**src/rtl/nibble_frame_tx.sv**
```systemverilog
// Serial frame transmitter: start bit, WIDTH data bits LSB first, optional even parity, stop bit.
// Each bit lasts DIV clocks, and every output comes straight from a flop.
module nibble_frame_tx #(
  parameter int unsigned WIDTH     = 4,
  parameter int unsigned DIV       = 4,
  parameter bit          PARITY_EN = 1'b1
) (
  input  logic             clk,
  input  logic             rst_n,
  input  logic             in_valid,
  output logic             in_ready,
  input  logic [WIDTH-1:0] in_data,
  output logic             tx,
  output logic             busy,
  output logic             done
);

  localparam int unsigned DIV_W = (DIV > 1) ? $clog2(DIV) : 1;
  localparam int unsigned BIT_W = $clog2(WIDTH + 1);

  typedef enum logic [2:0] {
    IDLE,
    START,
    DATA,
    PARITY,
    STOP
  } state_t;

  state_t             state_q, state_d;
  logic [WIDTH-1:0]   shreg_q, shreg_d;
  logic [BIT_W-1:0]   bit_cnt_q, bit_cnt_d;
  logic [DIV_W-1:0]   div_cnt_q, div_cnt_d;
  logic               par_q, par_d;
  logic               tx_d, busy_d, done_d, in_ready_d;
  logic               bit_end;

  assign bit_end = (div_cnt_q == DIV_W'(DIV - 1));

  // The outputs are computed from the next state and registered. This way
  // tx, busy and done change on the same edge as the state they describe.
  always_comb begin
    // NOTE: every signal gets a default here first, so no path can infer a latch.
    state_d   = state_q;
    shreg_d   = shreg_q;
    bit_cnt_d = bit_cnt_q;
    div_cnt_d = div_cnt_q;
    par_d     = par_q;

    if (state_q != IDLE) begin
      div_cnt_d = bit_end ? '0 : div_cnt_q + 1'b1;
    end

    unique case (state_q)
      IDLE: begin
        if (in_valid && in_ready) begin
          state_d   = START;
          shreg_d   = in_data;
          par_d     = ^in_data;
          bit_cnt_d = '0;
          div_cnt_d = '0;
        end
      end
      START: begin
        if (bit_end) state_d = DATA;
      end
      DATA: begin
        if (bit_end) begin
          shreg_d   = shreg_q >> 1;
          bit_cnt_d = bit_cnt_q + 1'b1;
          if (bit_cnt_q == BIT_W'(WIDTH - 1)) begin
            state_d = PARITY_EN ? PARITY : STOP;
          end
        end
      end
      PARITY: begin
        if (bit_end) state_d = STOP;
      end
      STOP: begin
        if (bit_end) state_d = IDLE;
      end
      default: state_d = IDLE;
    endcase

    unique case (state_d)
      START:   tx_d = 1'b0;
      DATA:    tx_d = shreg_d[0];
      PARITY:  tx_d = par_d;
      default: tx_d = 1'b1;
    endcase

    busy_d     = (state_d != IDLE);
    in_ready_d = (state_d == IDLE);
    done_d     = (state_d == STOP) && (div_cnt_d == DIV_W'(DIV - 1));
  end

  // NOTE: sequential state uses non-blocking assignments so that all flops update together.
  always_ff @(posedge clk or negedge rst_n) begin
    if (!rst_n) begin
      state_q   <= IDLE;
      shreg_q   <= '0;
      bit_cnt_q <= '0;
      div_cnt_q <= '0;
      par_q     <= 1'b0;
      tx        <= 1'b1;
      busy      <= 1'b0;
      done      <= 1'b0;
      in_ready  <= 1'b0;
    end else begin
      state_q   <= state_d;
      shreg_q   <= shreg_d;
      bit_cnt_q <= bit_cnt_d;
      div_cnt_q <= div_cnt_d;
      par_q     <= par_d;
      tx        <= tx_d;
      busy      <= busy_d;
      done      <= done_d;
      in_ready  <= in_ready_d;
    end
  end

endmodule

```
**config.mk**
```make
export PLATFORM = sky130hd
export DESIGN_NAME = nibble_frame_tx
export DESIGN_NICKNAME = d
export VERILOG_FILES = /design/src/rtl/nibble_frame_tx.sv
export SDC_FILE = /design/constraint.sdc
export NUM_CORES = 1
export LEC_CHECK = 0
export ABC_AREA = 1
export ABC_CLOCK_PERIOD_IN_PS = 1500
export BUFFER_PORTS_ARGS = -buffer_cell sky130_fd_sc_hd__buf_2
export CAP_MARGIN = 0
export CORE_MARGIN = 2
export CORE_UTILIZATION = 45
export DETAILED_ROUTE_END_ITERATION = 10
export PLACE_DENSITY_LB_ADDON = 0.12
export REMOVE_ABC_BUFFERS = 1
export SLEW_MARGIN = 40
export SYNTH_ARGS = -nofsm -noshare
export SYNTH_HDL_FRONTEND = slang
export SYNTH_SLANG_ARGS = --single-unit
```
**constraint.sdc**
```tcl
create_clock -name clk -period 1.5 [get_ports clk]
set_input_delay 0 -clock clk [delete_from_list [all_inputs] [get_ports clk]]
set_output_delay 0 -clock clk [all_outputs]
set_load 0.02 [all_outputs]
```
Yosys cells after proc, flatten, opt, wreduce, memory -nomap -nowiden

Index checks and enable logic that the tools add are counted.

Reductions and logical operators: 9
Muxes and demuxes: 20
Add/subtract/negate cells: 2
Equality and inequality tests: 13

Operator list:

| cell                | number |
|---|---|
| $mux 3              | 8 |
| $eq 3x2->1 const B  | 5 |
| $pmux 3 s5          | 1 |
| $mux 2              | 4 |
| $mux 4              | 2 |
| $pmux 4 s2          | 1 |
| $eq 3x1->1 const B  | 2 |
| $eq 3x3->1 const B  | 2 |
| $logic_not 3->1     | 2 |
| $pmux 3 s2          | 1 |
| $reduce_bool 3->1   | 2 |
| $eq 2x2->1 const B  | 2 |
| $ne 2x2->1 const B  | 2 |
| $reduce_xor 4->1    | 1 |
| $add 3x1->3 const B | 1 |
| $pmux 1 s3          | 1 |
| $reduce_and 3->1    | 1 |
| $add 2x1->2 const B | 1 |
| $logic_and 1x1->1   | 2 |
| $mux 1              | 2 |
| $reduce_bool 2->1   | 1 |

Bits in registers: 17
Input bits: 7
Output and inout port bits: 4

Depth between registers and ports, before layout

Gate-level depths: netlist (run 1).

Depth after elaboration: 7
Gate-level depth with buffers: 10
Mapped depth without buffers: 10

Worst setup path after synthesis (run 1)

Ideal clock, no wire load.

Path kind: flip-flop to flip-flop
Start: reg div_cnt_q[0]
End: reg busy
Stages on the path, launching flop included: 10
Clock period less this slack: 1.342 ns
Slack: 0.158 ns
Required time: 1.387 ns
Arrival: 1.229 ns
Path through: dfrtp_1 > ha_1 > nand2_1 > inv_1 > nand3_1 > nand3_2 > inv_2 > o21ai_2 > nor2_4 > inv_2

Word-level cells in the longest chain between the ends: 4

Ends and longest elaborated chain:

| element                   | line | source |
|---|---|---|
| start, declared           | 32   | `logic [DIV_W-1:0] div_cnt_q, div_cnt_d;` |
| start signal, assigned    | 112  | `div_cnt_q <= div_cnt_d;` |
| $eq 2x2->1 *              | 37   | `assign bit_end = (div_cnt_q == DIV_W'(DIV - 1));` |
| $mux 3 (on tied branches) | n/a  |  |
| $pmux 3 s5 *              | 53   | `unique case (state_q)` |
| named net state_d[0]      | 29   | `state_t state_q, state_d;` |
| $reduce_bool 3->1 *       | 91   | `busy_d = (state_d != IDLE);` |
| named net busy_d          | 34   | `logic tx_d, busy_d, done_d, in_ready_d;` |
| end signal, assigned      | 115  | `busy <= busy_d;` |
| end, declared             | 14   | `output logic busy,` |

The timed path passes the listed nets; every way through them passes the cells marked *.
A chain may end at the register's enable or synchronous reset.

Final worst setup path (run 1)

Start: reg bit_cnt_q[0]
End: reg busy

Word-level cells in the longest chain between the ends: 5

Ends and longest elaborated chain:

| element                | line | source |
|---|---|---|
| start, declared        | 31   | `logic [BIT_W-1:0] bit_cnt_q, bit_cnt_d;` |
| start signal, assigned | 111  | `bit_cnt_q <= bit_cnt_d;` |
| $eq 3x2->1             | 70   | `if (bit_cnt_q == BIT_W'(WIDTH - 1)) begin` |
| $mux 3                 | 70   |  |
| $mux 3                 | 67   | `if (bit_end) begin` |
| $pmux 3 s5             | 53   |  |
| named net state_d[0]   | 29   |  |
| $reduce_bool 3->1      | 91   |  |
| named net busy_d       | 34   |  |

The timed path passes the listed nets, and every way through them passes these cells.

==> metrics.txt, run 1 <==
status=finished clean; clock sink count=17; initial antenna violation count=0; Simple-Gate Fraction of Synth Area=30.60%; vias in the first global route=742; post-synthesis mux area share=1.060%; switching power=1.026 mW; detailed placer's ending HPWL=1310 um; Post-synth EDFFs=0; register bit total from synthesis=17; ANT nets after route=0; crit-path max FO=3; DR DRC count=0; Post-Synth Adder-Cell Area=roughly 4.0%; nets=141; largest cells by area after synthesis=dfrtp_1 42%, nand2_1 9.5%, inv_1 6.4%; FMAX=slightly above 700 MHz; number of buffers created by CTS=3; Post-Synth XOR/XNOR Area=0%; WL/cell=10.99 um; die height=49.82 um; Worst Skew=~4 ps; syn avg cell area=between 8 and 9 um^2; Cells after Synth=108; I/O pin count=11; min Tclk post-route=roughly 1400 ps; startpoint types=register; Max VDD drop=1.202 mV; Top FF cell, synth=dfrtp_1; endpoints failing setup=0; GRT overflow=0; main combinational cell family by area after synthesis=simple AND/OR/NAND/NOR gates; sw frac=44.90%; count leader, synth=nand2_1; Worst Path Arrival=1600 ps; Synth Warn #=0; setup TNS=0 ps; WS Path Type=reg2reg; Sequential Power Share=35.0%; Yosys cell types=27; finished layout cell area=1135 um^2; global placement routability congestion=0.7853; TritonCTS clock tree=done; HP Class=in2reg; pins over their slew limit=0; Logic pwr share=a little over half; Pint=1.259 mW; top cell type's share of synthesized area=42.38%; Final Cycle Share=94.03%; via count=745; RSZ-0062 raised after global routing=no; Die Area=roughly 2500 um^2; proportion of layout cells with a drive suffix above 1=32.31%; async set-reset flop share out of synthesis=100.0%; Root Driver=clkbuf_4; chip width=49.82 um; Crit. End Element=register; leak pwr=around 0.6 nW; Initial Util=48.15%; Synth Area in Compound Gates=9.934%; Worst slew margin=75.17%; cell taking the most area after synthesis=dfrtp_1; power per standard cell area=2014 nW/um^2; final core area utilization=57.84%; Final Hold Viols=0; row count=16; Netlist Area Pre-Place=944.7 um^2; Area after DPL=1051 um^2; largest net degree at the start of global routing=18; Slew @ Worst Pin=372.4 ps; Final Total Pwr=roughly 2.3 mW; number of detailed-route iterations in the first pass=4; global-route wire length before repair=3194 um; top post-synthesis cells by count=24 x nand2_1, 16 x dfrtp_1, 16 x inv_1; Clock power frac=10.6%; Iter 0 DRT Violations=10; core area=about 2000 um^2; IO buf count=10; register area share after synthesis=between 40% and 50%; max cap viols=0; Vias/cell=~4.7; Clock transition at path regs=90 ps; Worst Path Required=about 1700 ps; gr usage total=16.91%; area grow syn2layout=20.13%; H-tree levels=1; detailed-route wire length=about 1700 um; clk_lat worst skew=~290 ps; Ant. Diodes=0; Clock Path Buffers=2
-- critical path, cell delays in order, from the launching register on --
cell     delay (ps)
dfrtp_1         410
ha_2            190
ha_2            160
nand2_1          50
inv_1            40
nand3_1          70
nand3_2          90
inv_2            90
o21ai_4          60
nor2_4          120
inv_2            30
-- routing by layer --
metal,share of wire [%],routed length (um),global-route usage (%)
met1,51,885,23.40
met2,44,754,25.56
met3,2.1,37,1.818
met4,2.8,48,9.722
met5,0,0,0
-- cells in the final DEF (no fill, tap or decap) --
cell,netlist,routed
nand2_1,24,24
inv_1,16,16
dfrtp_1,16,16
nand3_1,11,11
buf_2,0,10
nor2_1,7,7
inv_2,5,5
buf_4,0,5
nand3_2,3,3
clkbuf_4,0,3
dlygate4sd3_1,0,3
nand2_4,2,2
o21ai_0,2,2
nor2_4,2,2
nor2_2,2,2
ha_2,0,2
a21oi_1,1,1
a21oi_2,1,1
inv_6,1,1
nand3_4,1,1
nand4_1,1,1
o21ai_4,0,1
o31ai_4,1,1
nand2_2,1,1
o22ai_2,1,1
o221ai_1,1,1
o22ai_1,1,1
mux2i_1,1,1
a22oi_1,1,1
o21ai_1,1,1
ha_1,3,1
clkbuf_1,0,1
dfstp_2,1,1
-- sequential cells by signal, summed over array words and instances (netlist names) --
name	flops
par_q	1
shreg_q	4
state_q	3
tx	1
in_ready	1
div_cnt_q	2
busy	1
done	1
bit_cnt_q	3
-- layout make-up --
cell class,instances,area [um^2]
Fill cell,188,827.0
Multi-Input combinational cell,69,442.9
Sequential cell,17,426.7
Timing Repair Buffer,18,117.6
Inverter,22,87.58
Tap cell,27,33.78
Clock buffer,4,26.28
-- power groups by stage --
stage / Sequential (mW) / Combinational [mW] / Clock, mW
2_1_floorplan: 0.858 / 0.850 / 0
3_3_place_gp: 0.809 / 1.16 / 0
3_5_place_dp: 0.808 / 1.17 / 0
4_1_cts: 0.799 / 1.19 / 0.251
5_1_grt: 0.829 / 1.40 / 0.273
6_report: 0.801 / 1.24 / 0.242
-- metrics by stage --
step / instances / hold WS, ps / worst slack (ps)
4_1_cts: 155 / 63.69 / 59.58
2_1_floorplan: 108 / -295.6 / 158.1
5_1_grt: 157 / 91.88 / 1.374
3_5_place_dp: 148 / -61.13 / 75.43
6_report: 157 / 63.14 / 89.50
3_3_place_gp: 148 / -56.74 / 72.18
-- worst paths after layout --
| kind | startpoint | end | slack (ps) | cells after the start |
|---|---|---|---|---|
| hold / removal | in_data[1] | shreg_q[1] | 60 | 3 |
| hold reg to reg | shreg_q[3] | shreg_q[3] | 510 | 2 |
| min in group asynchronous | rst_n | shreg_q[1] | 150 | 2 |
| setup reg to reg | bit_cnt_q[0] | busy | 90 | 10 |
| max in group asynchronous | rst_n | tx | 1040 | 2 |
| setup / recovery | bit_cnt_q[0] | busy | 90 | 10 |
-- cells by family (layout without fill, tap and decap cells) --
kind of cell    Yosys count  after routing
simple gates             54             54
buf+inv                  22             44
compound gates           11             11
flops                    17             17
fa+ha+maj                 3              3
mux                       1              1
-- repair_timing --
action                                 in CTS  in global routing
gates resized for setup                     0                  3
hold buffers                                3                  0
buffers inserted                            0                  2
endpoints found under the hold margin      19                  0
setup endpoints to repair                   0                  1
(Power assumes the default switching activity.)
==> run 2: changes to the inputs <==
Settings changed: MAX_ROUTING_LAYER set to met4, SETUP_SLACK_MARGIN set to 0.02.
==> run 2 against run 1 <==
Compared with the run above:
- worst setup slack about the same
- routed wire length unchanged
- clock-buffer cell count unchanged
- critical path type unchanged
- via count unchanged
- highest routed layer unchanged
- sequential share of layout area unchanged
- maximum frequency about the same
- sequential cell count unchanged
- register-to-register slack about the same
- worst hold slack about the same
- first-iteration DRC count unchanged
- global-route usage increased by 0.47 points
==> metrics.txt, run 2 (synthesized netlist as in run 1, its figures left out) <==
Worst Path Required=1690 ps (about the same); Biggest register=shreg_q; ANT nets after route=0 (unchanged); Area after DPL=1051 um^2 (unchanged); Clock transition at path regs=90 ps (about the same); finished layout cell area=1135 um^2 (unchanged); Root Driver=clkbuf_4; Worst Path Arrival=1600 ps (about the same); Vias/cell=4.745 (unchanged); Worst slew margin=75.17% (about the same); Max VDD drop=1.202 mV (about the same); Ant. Diodes=0 (unchanged); status=finished clean; die height=49.82 um (unchanged); Fillers=188 (unchanged); WS Path Type=reg2reg; setup TNS=0 ps (unchanged); detailed-route wire length=1725 um (unchanged); fin cells=157 (unchanged); Crit. End Element=register; Sequential Power Share=35.0% (about the same); DR DRC count=0 (unchanged); power per standard cell area=2014 nW/um^2 (unchanged); Logic pwr share=54.4% (about the same); gr usage total=17.38% (+0.47 points); number of buffers created by CTS=3 (unchanged); area grow syn2layout=20.13% (unchanged); RSZ-0062 raised after global routing=yes; IO buf count=10 (unchanged); I/O pin count=11 (unchanged); crit-path max FO=3 (unchanged); switching power=1.026 mW (unchanged); sw frac=44.90% (unchanged); max FFs per register=4 (unchanged); max cap viols=0 (unchanged); WL/cell=10.99 um (unchanged); initial antenna violation count=0 (unchanged); TritonCTS clock tree=done; nets=141 (unchanged); Final Total Pwr=2.286 mW (unchanged); pins over their slew limit=0 (unchanged); Iter 0 DRT Violations=10 (unchanged); via count=745 (unchanged); most frequent cells in the layout=24 x nand2_1, 16 x inv_1, 16 x dfrtp_1, 11 x nand3_1, 10 x buf_2; core area=1962 um^2 (unchanged); detailed placer's ending HPWL=1310 um (unchanged); vias in the first global route=742 (unchanged); dpl cells=148 (unchanged); row count=16 (unchanged); leak pwr=0.6026 nW (unchanged); Pint=1.259 mW (unchanged); fin worst setup slack=89.44 ps (-0.06040 ps); proportion of layout cells with a drive suffix above 1=32.31% (unchanged); commonest non-fill, non-tap cell in the layout=nand2_1; startpoint types=register; Final Hold Viols=0 (unchanged); number of detailed-route iterations in the first pass=4 (unchanged); Worst Skew=4.065 ps (+0.005610 ps); Die Area=2482 um^2 (unchanged); GRT overflow=0 (unchanged); H-tree levels=1 (unchanged); FMAX=708.9 MHz (about the same); Final Cycle Share=94.04% (about the same); global placement routability congestion=0.7962 (+1.4%); clock sink count=17 (unchanged); largest registers=shreg_q: 4 flops, bit_cnt_q: 3 flops, state_q: 3 flops; clk_lat worst skew=290 ps (about the same); min Tclk post-route=1411 ps (+0.06040 ps); chip width=49.82 um (unchanged); Slew @ Worst Pin=372.4 ps (-0.005960 ps); Clock Path Buffers=2 (unchanged); HP Class=in2reg; Clock power frac=10.6% (about the same); pre-CTS setup slack=75.43 ps (unchanged); global-route wire length before repair=3201 um (+0.22%); endpoints failing setup=0 (unchanged); largest net degree at the start of global routing=18 (unchanged); Initial Util=48.15% (unchanged)
run 2: cell counts in the layout (fill, tap and decap cells not counted):
No cell type changed its count.
run 2: final cells by class:
| type | instances | area (um^2) | share of cell area [%] |
|---|---|---|---|
| multi-input cells | 69 | 442.9 | 39.03 |
| clock buffers | 4 | 26.28 | 2.315 |
| repair buffers | 18 | 117.6 | 10.36 |
| flip-flops and latches | 17 | 426.7 | 37.60 |
| inverters | 22 | 87.58 | 7.718 |
| well taps | 27 | 33.78 | 2.977 |
run 2: worst max-delay path, stage by stage, from the launching register on:
cell and delay [ps]:
dfrtp_1 410, ha_2 190, ha_2 160, nand2_1 50
inv_1 40, nand3_1 70, nand3_2 90, inv_2 90
o21ai_4 60, nor2_4 120, inv_2 30
run 2: routing by layer:
layer  track usage [%]  up-vias  part of all wire [%]
li1                  -      396                     -
met1             23.40      338                    51
met2             25.56        7                    44
met3             1.818        4                   2.1
met4             9.722        0                   2.8
met5                 -        -                     0
run 2: stage by stage:
step / hold slack [ps] / util (%)
3_5_place_dp: -61.13 / 53.57
2_1_floorplan: -295.6 / -
4_1_cts: 63.69 / 56.44
3_3_place_gp: -56.74 / 53.57
5_1_grt: 91.89 / 57.84
6_report: 63.14 / 57.84
run 2: worst paths after layout:
check | to | depth (start not counted) | from | slack (ps)
max | busy | 10 | bit_cnt_q[0] | 90
min | shreg_q[1] | 3 | in_data[1] | 60
max reg2reg | busy | 10 | bit_cnt_q[0] | 90
min reg2reg | shreg_q[3] | 2 | shreg_q[3] | 510
max in group asynchronous | tx | 2 | rst_n | 1040
min in group asynchronous | shreg_q[1] | 2 | rst_n | 150
run 2: repair_timing:
action,CTS,global route
hold buffers,3,0
buffers inserted,0,2
setup endpoints to repair,0,3
endpoints found under the hold margin,19,0
resized for setup,0,3
run 2: power by group through the flow:
stage / registers (mW) / logic, mW / clock network, mW
floorplan: 0.858 / 0.850 / 0
global placement: 0.809 / 1.16 / 0
detailed placement: 0.808 / 1.17 / 0
CTS: 0.799 / 1.19 / 0.251
global route: 0.829 / 1.40 / 0.273
finish: 0.801 / 1.24 / 0.242
